## src/rtl/pipe_delay.sv

```systemverilog
// Fixed-depth shift register with a per-stage valid bit; valids clear on rst or clr_i.
module pipe_delay #(
    parameter int W = 8,
    parameter int D = 4
) (
    input  logic         clk,
    input  logic         rst,
    input  logic         clr_i,
    input  logic         in_vld_i,
    input  logic [W-1:0] in_data_i,
    output logic         out_vld_o,
    output logic [W-1:0] out_data_o
);

    logic [D-1:0] vld_q;
    logic [W-1:0] data_q [D];

    always_ff @(posedge clk) begin
        if (rst || clr_i) begin
            vld_q <= '0;
        end else begin
            vld_q[0] <= in_vld_i;
            for (int k = 1; k < D; k++) begin
                vld_q[k] <= vld_q[k-1];
            end
        end
    end

    // Payload is qualified by vld_q, so it shifts freely without reset.
    always_ff @(posedge clk) begin
        data_q[0] <= in_data_i;
        for (int k = 1; k < D; k++) begin
            data_q[k] <= data_q[k-1];
        end
    end

    assign out_vld_o  = vld_q[D-1];
    assign out_data_o = data_q[D-1];

endmodule

```

## config.mk

```make
export PLATFORM = sky130hd
export DESIGN_NAME = pipe_delay
export DESIGN_NICKNAME = d
export VERILOG_FILES = /design/src/rtl/pipe_delay.sv
export SDC_FILE = /design/constraint.sdc
export NUM_CORES = 1
export LEC_CHECK = 0
export CAP_MARGIN = 20
export CORE_ASPECT_RATIO = 1.75
export CORE_MARGIN = 2
export CORE_UTILIZATION = 25
export CTS_CLUSTER_SIZE = 16
export DETAILED_ROUTE_END_ITERATION = 8
export DONT_BUFFER_PORTS = 1
export GPL_TIMING_DRIVEN = 0
export SLEW_MARGIN = 20
export SYNTH_ARGS = -nofsm -noshare
export SYNTH_HDL_FRONTEND = slang
export SYNTH_SLANG_ARGS = --single-unit
```

## constraint.sdc

```tcl
create_clock -name clk -period 0.8 [get_ports clk]
set_input_delay 0.16 -clock clk [delete_from_list [all_inputs] [get_ports clk]]
set_output_delay 0.16 -clock clk [all_outputs]
set_load 0.005 [all_outputs]
```

==> impl_metrics.sql, run 1 <==
INSERT INTO impl_metrics (metric_group, metric, value, unit) VALUES
('status', 'run_status', 'complete, no violations', ''),
('setup_path', 'crit_path_max_delay_family', 'buffers and inverters', ''),
('synthesis', 'synth-compound-area-share', '0', ''),
('timing', 'timing_max_transition_violations_final', '0', ''),
('placed_design', 'finalWeightedCongestion', '0.522', ''),
('timing', 'fin_crit', '0.767', 'ns'),
('detailed_routing', 'viasPerCell', '3.45', ''),
('global_route', 'gr-usage-all-layers', '0.0657', ''),
('clock_tree', 'worst_setup_hold_path_clk_slew', '0.07', 'ns'),
('setup_path', 'rr_worst_depth', '1', ''),
('detailed_routing', 'first_iter_violations', '4', ''),
('setup_path', 'critPathBufInv', '1', ''),
('synthesis', 'synthAdderAreaFrac', '0', ''),
('power_and_ir_drop', 'power.leakage', '0.403', 'nW'),
('power_and_ir_drop', 'share_seq_of_total_power', '0.550', ''),
('cells_and_area', 'count_of_nets_after_finishing', '69', ''),
('cells_and_area', 'nFillCells', '274', ''),
('synthesis', 'synthesis.instances', '40', ''),
('timing', 'max_slew.worst_pin.slew', '0.159', 'ns'),
('setup_path', 'critPathRequiredTime', '0.99', 'ns'),
('cells_and_area', 'utilization', '0.347', ''),
('die', 'placement_rows', '26', ''),
('timing', 'layout_worst_path_cycle_share', '0.959', ''),
('detailed_routing', 'post_detailed_route_drc_marker_count', '0', ''),
('die', 'ioPinCount', '21', ''),
('synthesis', 'seq_area_frac_synth', '0.960', ''),
('setup_path', 'worstPathArrival', '0.96', 'ns'),
('setup_path', 'critical_path_endpoint_category', 'register', ''),
('timing', 'final_critical_path_setup_slack', '0.0325', 'ns'),
('job', 'drv.max_cap_violation_count', '0', ''),
('clock_tree', 'cts_post_setup_buffers_inserted', '0', ''),
('global_route', 'grt_overflow_total', '0', ''),
('placed_design', 'io_buffer_count', '0', ''),
('setup_path', 'critical_path_cell_count', '2', ''),
('detailed_routing', 'overall_routed_net_length', '812', 'µm'),
('detailed_routing', 'routed_length_per_placed_instance', '9.44', 'µm'),
('cells_and_area', 'drive_gt1_frac', '0.224', ''),
('power_and_ir_drop', 'p_per_area', '3450', 'nW/µm²'),
('die', 'core_region_area', '2900', 'µm²'),
('die', 'die_h', '76.5', 'µm'),
('synthesis', 'postSynthNetCount', '52', ''),
('setup_path', 'timing.critical_path.fanout_max', '4', ''),
('setup_path', 'cp-start-kind', 'primary input', ''),
('clock_tree', 'cts.sinks', '36', ''),
('detailed_routing', 'postRouteAntennaNets', '0', ''),
('timing', 'final.setup_skew', '0.00169', 'ns'),
('cells_and_area', 'design_area', '1000', 'µm²'),
('synthesis', 'synth_cell_type_count', '2', ''),
('placed_design', 'postPlaceCellArea', '786', 'µm²'),
('synthesis', 'postSynthRegisterBits', '36', ''),
('clock_tree', 'cts_buffer_depth', '2', ''),
('detailed_routing', 'num_vias', '297', ''),
('synthesis', 'main_combinational_cell_family_by_area_after_synthesis', 'simple AND/OR/NAND/NOR gates', ''),
('global_route', 'grt_first_pass_wirelength', '1370', 'µm'),
('synthesis', 'synthXorXnorAreaFrac', '0', ''),
('power_and_ir_drop', 'peakVddDrop', '1.27', 'mV'),
('global_route', 'grt_max_degree', '13', ''),
('die', 'die_width', '45.4', 'µm'),
('setup_path', 'startpoint', 'clr_i', ''),
('global_route', 'grt_pass1_vias', '341', ''),
('setup_path', 'cp_slowest_stage_delay', '0.59', 'ns'),
('power_and_ir_drop', 'power.switching', '0.626', 'mW'),
('setup_path', 'reg2reg_end', 'vld_q[3]$_SDFF_PP0_', ''),
('power_and_ir_drop', 'combPwrFrac', '0.013', ''),
('clock_tree', 'cts.htree.levels', '2', ''),
('timing', 'max_freq', '1.30', 'GHz'),
('timing', 'fin_worst_hold_slack', '0.0421', 'ns'),
('setup_path', 'endpoint', 'vld_q[3]$_SDFF_PP0_', ''),
('timing', 'setup_viol_count_final', '0', ''),
('power_and_ir_drop', 'switching_share', '0.181', ''),
('clock_tree', 'cts_tree', 'done', '');
power by group through the flow:
stage	registers [mW]	clock network, mW	logic (mW)
5_1_grt	1.91	1.67	0.0495
2_1_floorplan	1.94	0	0.00313
3_3_place_gp	1.94	0	0.00321
6_report	1.90	1.52	0.0449
3_5_place_dp	1.94	0	0.00348
4_1_cts	1.90	1.59	0.0455
kinds of logic (layout without fill, tap and decap cells):
logic type | Yosys count | in the layout
simple gates | 4 | 4
flops | 36 | 36
buf+inv | 0 | 18
cell usage after synthesis:
library cell  instances  area (µm²)
dfxtp_1              36         721
nor3b_1               4        30.0
placed cells by master (no fill, tap or decap), drive strengths merged:
cell         instances
clkbuf               5
clkinvlp             1
dfxtp               36
bufinv               1
clkinv               1
nor3b                4
dlygate4sd3         10
cell type report:
type | count | area, µm² | area share
clock inverters | 3 | 42.5 | 0.0424
flip-flops and latches | 36 | 727 | 0.724
multi-input cells | 4 | 30.0 | 0.0299
repair buffers | 10 | 100 | 0.0998
well taps | 28 | 35.0 | 0.0349
clock buffers | 5 | 68.8 | 0.0686
layer usage:
metal | track usage | up-vias | wire (µm)
met3 | 0.0498 | 2 | 75
met5 | 0 | - | 0
met4 | 0.0882 | 0 | 34
met2 | 0.0915 | 16 | 455
li1 | - | 158 | -
met1 | 0.0420 | 121 | 247
flip-flops by register name, summed over array words and instances (netlist names):
signal  count
data_q     32
vld_q       4
worst min-delay path by stage:
stage | start | end | slack (ns) | cells after the start
2_1_floorplan | in_data_i[0] | data_q[0][0]$_DFF_P_ | 0.19 | 0
3_3_place_gp | in_data_i[1] | data_q[0][1]$_DFF_P_ | 0.19 | 0
3_5_place_dp | in_data_i[2] | data_q[0][2]$_DFF_P_ | 0.19 | 0
4_1_cts | in_vld_i | vld_q[0]$_SDFF_PP0_ | 0.03 | 1
5_1_grt | in_vld_i | vld_q[0]$_SDFF_PP0_ | 0.03 | 1
6_report | in_vld_i | vld_q[0]$_SDFF_PP0_ | 0.04 | 1
through the flow:
step	instances	power, mW	setup TNS, ns
floorplan	40	1.94	0
global placement	68	1.95	0
detailed placement	68	1.95	0
CTS	86	3.53	0
global route	86	3.63	-0.00195
finish	86	3.46	0
what timing repair did:
| action | 4_1_cts | 5_1_grt |
|---|---|---|
| endpoints found under the setup margin | 0 | 5 |
| resized for setup | 0 | 5 |
| hold endpoints to repair | 12 | 0 |
| hold buffers | 10 | 0 |
Power figures use the tool's default switching activity.
==> run 2, diff against run 1 <==
--- a/config.mk
+++ b/config.mk
@@ -9,10 +9,12 @@
 export CORE_ASPECT_RATIO = 1.75
 export CORE_MARGIN = 2
 export CORE_UTILIZATION = 25
+export CTS_BUF_LIST = sky130_fd_sc_hd__clkbuf_2 sky130_fd_sc_hd__clkbuf_4 sky130_fd_sc_hd__clkbuf_8
 export CTS_CLUSTER_SIZE = 16
 export DETAILED_ROUTE_END_ITERATION = 8
 export DONT_BUFFER_PORTS = 1
 export GPL_TIMING_DRIVEN = 0
+export SKIP_CTS_REPAIR_TIMING = 1
 export SLEW_MARGIN = 20
 export SYNTH_ARGS = -nofsm -noshare
 export SYNTH_HDL_FRONTEND = slang
==> run 2 against run 1 <==
Effect of this change:
- the flow now finishes with violations (negative hold slack)
- sequential power about the same
- clock power about the same
- final cell count decreased by 1.2%
- hold slack got worse by 0.095 ns
==> impl_metrics.sql, run 2 (synthesis gave the netlist of run 1 again) <==
INSERT INTO impl_metrics (metric_group, metric, value, unit) VALUES
('status', 'run_status', 'finished with violations', ''),
('status', 'failed_checks', 'negative hold slack', ''),
('power_and_ir_drop', 'power.switching', '0.625', 'mW'),
('cells_and_area', 'drive_gt1_frac', '0.228', ''),
('timing', 'count_of_final_hold_check_violations', '4', ''),
('setup_path', 'worstPathArrival', '0.97', 'ns'),
('cells_and_area', 'largest_reg_flops', '32', ''),
('timing', 'fin_crit', '0.783', 'ns'),
('die', 'die_area', '3470', 'µm²'),
('clock_tree', 'cts_buffer_depth', '2', ''),
('detailed_routing', 'post_detailed_route_drc_marker_count', '0', ''),
('global_route', 'grt_max_degree', '13', ''),
('cells_and_area', 'area_used_by_multi_input_combinational_logic', '30.0', 'µm²'),
('global_route', 'grt_overflow_total', '0', ''),
('min_path', 'min_to', 'vld_q[3]$_SDFF_PP0_', ''),
('timing', 'max_slew.worst_pin.slew', '0.194', 'ns'),
('cells_and_area', 'ff_latch_area', '727', 'µm²'),
('power_and_ir_drop', 'share_clk_of_total_power', '0.438', ''),
('setup_path', 'r2r_slack', '0.19', 'ns'),
('clock_tree', 'cts.htree.levels', '2', ''),
('detailed_routing', 'drt_pass_1_iters', '2', ''),
('die', 'ioPinCount', '21', ''),
('cells_and_area', 'largest_registers', 'data_q x32, vld_q x4', ''),
('placed_design', 'io_buffer_count', '0', ''),
('detailed_routing', 'routed_length_per_placed_instance', '9.52', 'µm'),
('clock_tree', 'worst_setup_hold_path_clk_slew', '0.07', 'ns'),
('min_path', 'hold_path_depth', '1', ''),
('timing', 'final.setup_skew', '0.00196', 'ns'),
('clock_tree', 'clock_tree_root', 'clkbuf_8', ''),
('global_route', 'grt_first_pass_wirelength', '1280', 'µm'),
('cells_and_area', 'nFillCells', '272', ''),
('setup_path', 'timing.critical_path.cells', 'dlygate4sd3_1 -> nor3b_1', ''),
('placed_design', 'dpl_worst_slack', '0.186', 'ns'),
('power_and_ir_drop', 'p_per_area', '3480', 'nW/µm²'),
('setup_path', 'critPathRequiredTime', '0.99', 'ns'),
('setup_path', 'reg2reg_end', 'vld_q[2]$_SDFF_PP0_', ''),
('setup_path', 'cp_slowest_stage_delay', '0.59', 'ns'),
('clock_tree', 'clock_latency', '0.28', 'ns'),
('timing', 'timing_max_transition_violations_final', '0', ''),
('min_path', 'worstHoldPathType', 'in2reg', ''),
('placed_design', 'finalWeightedCongestion', '0.522', ''),
('detailed_routing', 'first_iter_violations', '15', ''),
('timing', 'layout_worst_path_cycle_share', '0.978', ''),
('die', 'placement_rows', '26', ''),
('setup_path', 'timing.rr.start', 'vld_q[1]$_SDFF_PP0_', ''),
('detailed_routing', 'overall_routed_net_length', '809', 'µm'),
('job', 'drv.max_cap_violation_count', '0', ''),
('die', 'core_region_area', '2900', 'µm²'),
('cells_and_area', 'layout_commonest_cell', 'dfxtp_1', ''),
('setup_path', 'critPathBufInv', '1', ''),
('detailed_routing', 'viasPerCell', '3.47', ''),
('timing', 'setup_viol_count_final', '0', ''),
('min_path', 'min-delay-start', 'clr_i', ''),
('die', 'die_width', '45.4', 'µm'),
('setup_path', 'critical_path_endpoint_category', 'register', ''),
('cells_and_area', 'registers.top_by_ff_count', 'data_q', ''),
('clock_tree', 'cts.sinks', '36', ''),
('timing', 'fin_worst_hold_slack', '-0.0532', 'ns'),
('power_and_ir_drop', 'peakVddDrop', '1.22', 'mV'),
('global_route', 'gr-usage-all-layers', '0.0624', ''),
('clock_tree', 'tritoncts.num_buffers', '5', ''),
('timing', 'max_freq', '1.28', 'GHz'),
('cells_and_area', 'layout_common_cells', '31 x dfxtp_1, 9 x dlygate4sd3_1, 5 x clkbuf_8, 5 x dfxtp_2, 4 x nor3b_1', ''),
('power_and_ir_drop', 'switching_share', '0.181', ''),
('detailed_routing', 'num_vias', '295', ''),
('global_route', 'grt_antenna_before_repair', '0', ''),
('cells_and_area', 'flow.area_growth_from_synthesis', '32.3', '%'),
('cells_and_area', 'antenna_cells_inserted', '0', ''),
('timing', 'worst_slew_margin_rel', '0.870', ''),
('setup_path', 'timing.critical_path.fanout_max', '4', ''),
('clock_tree', 'cts_tree', 'done', ''),
('power_and_ir_drop', 'power.leakage', '0.399', 'nW'),
('cells_and_area', 'count_of_nets_after_finishing', '68', ''),
('power_and_ir_drop', 'combPwrFrac', '0.011', ''),
('placed_design', 'postPlaceCellArea', '786', 'µm²'),
('power_and_ir_drop', 'share_seq_of_total_power', '0.550', ''),
('power_and_ir_drop', 'report.power.total', '3.46', 'mW'),
('setup_path', 'cp-start-kind', 'primary input', ''),
('cells_and_area', 'design_area', '993', 'µm²'),
('setup_path', 'timing.setup.critical_path_class', 'in2reg', ''),
('timing', 'rsz0062_at_grt', 'yes', ''),
('setup_path', 'rr_worst_depth', '1', ''),
('setup_path', 'crit_path_max_delay_family', 'buffers and inverters', ''),
('setup_path', 'critical_path.slowest_cell', 'dlygate4sd3_1', ''),
('timing', 'final_critical_path_setup_slack', '0.0172', 'ns'),
('power_and_ir_drop', 'power_report.internal_total', '2.84', 'mW'),
('detailed_routing', 'postRouteAntennaNets', '0', ''),
('die', 'die_h', '76.5', 'µm'),
('die', 'starting_density', '0.259', ''),
('global_route', 'grt_pass1_vias', '316', '');
[run 2: changes by cell type in the layout (fill, tap and decap cells not counted), sizes merged]
cell and delta:
dlygate4sd3 -1
[run 2: stage by stage]
step                       util  hold slack (ns)  cells  setup TNS (ns)
after floorplan               -            0.188     40               0
after global placement    0.271            0.188     68               0
after detailed placement  0.271            0.188     68               0
after CTS                 0.310           -0.111     76               0
after global routing      0.343          -0.0756     85        -0.00438
final                     0.343          -0.0532     85               0
[run 2: worst max path at each step]
| stage | start | end | slack [ns] | depth (start not counted) |
|---|---|---|---|---|
| final | rst | vld_q[2]$_SDFF_PP0_ | 0.02 | 2 |
| after global routing | rst | vld_q[2]$_SDFF_PP0_ | -0.002 | 2 |
| after CTS | data_q[3][1]$_DFF_P_ | out_data_o[1] | 0.005 | 0 |
| after detailed placement | vld_q[1]$_SDFF_PP0_ | vld_q[2]$_SDFF_PP0_ | 0.19 | 1 |
| after global placement | vld_q[0]$_SDFF_PP0_ | vld_q[1]$_SDFF_PP0_ | 0.29 | 1 |
| after floorplan | vld_q[0]$_SDFF_PP0_ | vld_q[1]$_SDFF_PP0_ | 0.30 | 1 |
[run 2: power by group through the flow]
| stage | Combinational (mW) | Sequential [mW] | Clock [mW] |
|---|---|---|---|
| finish | 0.0390 | 1.90 | 1.52 |
| global placement | 0.00321 | 1.94 | 0 |
| global route | 0.0426 | 1.91 | 1.66 |
| floorplan | 0.00313 | 1.94 | 0 |
| detailed placement | 0.00348 | 1.94 | 0 |
| CTS | 0.00348 | 1.90 | 1.59 |
[run 2: area by class of cell]
| class | count | share of cell area |
|---|---|---|
| well taps | 28 | 0.0353 |
| flip-flops and latches | 36 | 0.732 |
| multi-input cells | 4 | 0.0302 |
| clock buffers | 5 | 0.0693 |
| clock inverters | 3 | 0.0428 |
| repair buffers | 9 | 0.0907 |
[run 2: layer usage]
layer,global-route usage,part of all wire
met5,0,0
met2,0.0831,0.55
met4,0.0882,0.042
met1,0.0390,0.31
met3,0.0521,0.090
==> run 3, diff against run 2 <==
--- a/config.mk
+++ b/config.mk
@@ -6,7 +6,6 @@
 export NUM_CORES = 1
 export LEC_CHECK = 0
 export CAP_MARGIN = 20
-export CORE_ASPECT_RATIO = 1.75
 export CORE_MARGIN = 2
 export CORE_UTILIZATION = 25
 export CTS_BUF_LIST = sky130_fd_sc_hd__clkbuf_2 sky130_fd_sc_hd__clkbuf_4 sky130_fd_sc_hd__clkbuf_8
==> run 3 against run 2 <==
Effect of this change:
- the flow finishes with violations (design-rule violations, negative setup slack)
- design area fell by 3.3%
- sequential power barely moved
- maximum frequency fell by 3.5%
- non-clock buffer count rose by 2
- routed wire length rose by 3.6%
- global-route usage fell by 0.56 points
- critical endpoint is now out_data_o[5]
- clock skew rose by 0.0041 ns
==> impl_metrics.sql, run 3 (synthesis gave the netlist of run 1 again) <==
INSERT INTO impl_metrics (metric_group, metric, value, unit) VALUES
('setup_path', 'critPathRequiredTime', '0.64', 'ns'),
('global_route', 'gr-usage-all-layers', '0.0569', ''),
('cells_and_area', 'largest_registers', 'data_q x32, vld_q x4', ''),
('timing', 'setup_viol_count_final', '9', ''),
('detailed_routing', 'top_layer', 'met4', ''),
('die', 'starting_density', '0.268', ''),
('detailed_routing', 'routed_length_per_placed_instance', '9.42', 'µm'),
('global_route', 'grt_max_degree', '11', ''),
('status', 'run_status', 'finished with violations', ''),
('cells_and_area', 'drive_gt1_frac', '0.276', ''),
('timing', 'worst_slew_margin_rel', '0.886', ''),
('timing', 'fin_crit', '0.811', 'ns'),
('global_route', 'grt_first_pass_wirelength', '1190', 'µm'),
('clock_tree', 'worst_setup_hold_path_clk_slew', '0.09', 'ns'),
('cells_and_area', 'count_of_nets_after_finishing', '70', ''),
('cells_and_area', 'antenna_cells_inserted', '0', ''),
('setup_path', 'timing.critical_path.fanout_max', '1', ''),
('placed_design', 'io_buffer_count', '0', ''),
('cells_and_area', 'largest_reg_flops', '32', ''),
('global_route', 'grt_pass1_vias', '299', ''),
('timing', 'final_critical_path_setup_slack', '-0.0113', 'ns'),
('setup_path', 'critical_path_endpoint_category', 'primary output', ''),
('min_path', 'min-delay-start', 'data_q[1][4]$_DFF_P_', ''),
('clock_tree', 'cts_tree', 'done', ''),
('min_path', 'worstHoldPathType', 'reg2reg', ''),
('detailed_routing', 'met1_length', '313', 'µm'),
('placed_design', 'dpl_worst_slack', '0.254', 'ns'),
('die', 'die_area', '3460', 'µm²'),
('die', 'die_h', '58.8', 'µm'),
('detailed_routing', 'met3_length', '112', 'µm'),
('clock_tree', 'cts_buffer_depth', '2', ''),
('setup_path', 'worstPathArrival', '0.65', 'ns'),
('clock_tree', 'clock_tree_root', 'clkbuf_4', ''),
('job', 'drv.max_cap_violation_count', '0', ''),
('status', 'failed_checks', 'design-rule violations, negative setup slack', ''),
('clock_tree', 'tritoncts.num_buffers', '5', ''),
('global_route', 'grt_overflow_total', '0', ''),
('detailed_routing', 'post_detailed_route_drc_marker_count', '2', ''),
('detailed_routing', 'first_iter_violations', '8', ''),
('detailed_routing', 'num_vias', '312', ''),
('cells_and_area', 'flow.area_growth_from_synthesis', '28.0', '%'),
('power_and_ir_drop', 'p_per_area', '2930', 'nW/µm²'),
('timing', 'layout_worst_path_cycle_share', '1.01', ''),
('setup_path', 'timing.rr.start', 'vld_q[0]$_SDFF_PP0_', ''),
('die', 'placement_rows', '19', ''),
('timing', 'final.setup_skew', '0.00610', 'ns'),
('detailed_routing', 'viasPerCell', '3.51', ''),
('timing', 'count_of_final_hold_check_violations', '0', ''),
('timing', 'timing_max_transition_violations_final', '0', ''),
('power_and_ir_drop', 'power.leakage', '0.385', 'nW'),
('setup_path', 'timing.setup.critical_path_class', 'reg2out', ''),
('clock_tree', 'cts.sinks', '36', ''),
('cells_and_area', 'registers.top_by_ff_count', 'data_q', ''),
('detailed_routing', 'routed_met2_length', '360', 'µm'),
('timing', 'fin_worst_hold_slack', '0.325', 'ns'),
('detailed_routing', 'overall_routed_net_length', '838', 'µm'),
('detailed_routing', 'drt_pass_1_iters', '6', ''),
('cells_and_area', 'layout_common_cells', '27 x dfxtp_1, 11 x dlygate4sd3_1, 9 x dfxtp_2', ''),
('timing', 'max_slew.worst_pin.slew', '0.171', 'ns'),
('die', 'die_width', '58.8', 'µm'),
('cells_and_area', 'nFillCells', '280', ''),
('die', 'core_region_area', '2810', 'µm²'),
('timing', 'rsz0062_at_grt', 'yes', ''),
('power_and_ir_drop', 'peakVddDrop', '0.781', 'mV'),
('timing', 'max_freq', '1.23', 'GHz'),
('setup_path', 'cp-start-kind', 'register', ''),
('clock_tree', 'cts.htree.levels', '2', ''),
('cells_and_area', 'layout_commonest_cell', 'dfxtp_1', ''),
('global_route', 'grt_antenna_before_repair', '0', ''),
('clock_tree', 'clock_latency', '0.32', 'ns'),
('die', 'ioPinCount', '21', ''),
('placed_design', 'finalWeightedCongestion', '0.581', ''),
('setup_path', 'startpoint', 'data_q[3][5]$_DFF_P_', ''),
('timing', 'tns', '-0.0744', 'ns'),
('detailed_routing', 'postRouteAntennaNets', '0', '');
[run 3: cell types whose count changed in the layout (fill, tap and decap cells not counted), sizes merged]
cell	previous run	this run
clkinvlp	1	0
bufinv	1	0
dlygate4sd3	9	11
clkbuf	5	6
[run 3: where the power goes]
| group | leakage (nW) | internal [mW] | total [mW] | switching, mW |
|---|---|---|---|---|
| sequential | 0.303 | 1.88 | 1.90 | 0.0217 |
| clock | 0.0315 | 0.357 | 0.857 | 0.499 |
| combinational | 0.0503 | 0.0381 | 0.0492 | 0.0111 |
| total | 0.385 | 2.28 | 2.81 | 0.532 |
[run 3: final cells by class]
| class | instances | area [µm²] | area share |
|---|---|---|---|
| clock buffer | 6 | 45.0 | 0.0469 |
| timing repair buffer | 11 | 110 | 0.115 |
| multi-input combinational | 4 | 30.0 | 0.0312 |
| tap | 31 | 38.8 | 0.0404 |
| clock inverter | 1 | 5.00 | 0.00521 |
| sequential | 36 | 732 | 0.762 |
[run 3: path summary, 6_finish.rpt]
kind / endpoint / slack [ns] / cells after the start
setup / recovery: out_data_o[5] / -0.01 / 0
hold / removal: data_q[2][4]$_DFF_P_ / 0.33 / 0
setup reg to reg: vld_q[1]$_SDFF_PP0_ / 0.23 / 1
hold reg to reg: data_q[2][4]$_DFF_P_ / 0.33 / 0
[run 3: routing by layer]
metal  global-route usage  vias up
met1               0.0359      131
met3               0.0571        5
li1                     -      160
met2               0.0667       16
met5                    0        -
met4               0.0974        0
[run 3: per-stage QoR]
| stage | power [mW] | std cells | util | cell area (µm²) |
|---|---|---|---|---|
| final | 2.81 | 89 | 0.343 | 961 |
| after CTS | 2.81 | 78 | 0.299 | 840 |
| after detailed placement | 1.95 | 71 | 0.281 | 790 |
| after floorplan | 1.94 | 40 | - | 751 |
| after global routing | 2.96 | 89 | 0.343 | 961 |
| after global placement | 1.95 | 71 | 0.281 | 790 |
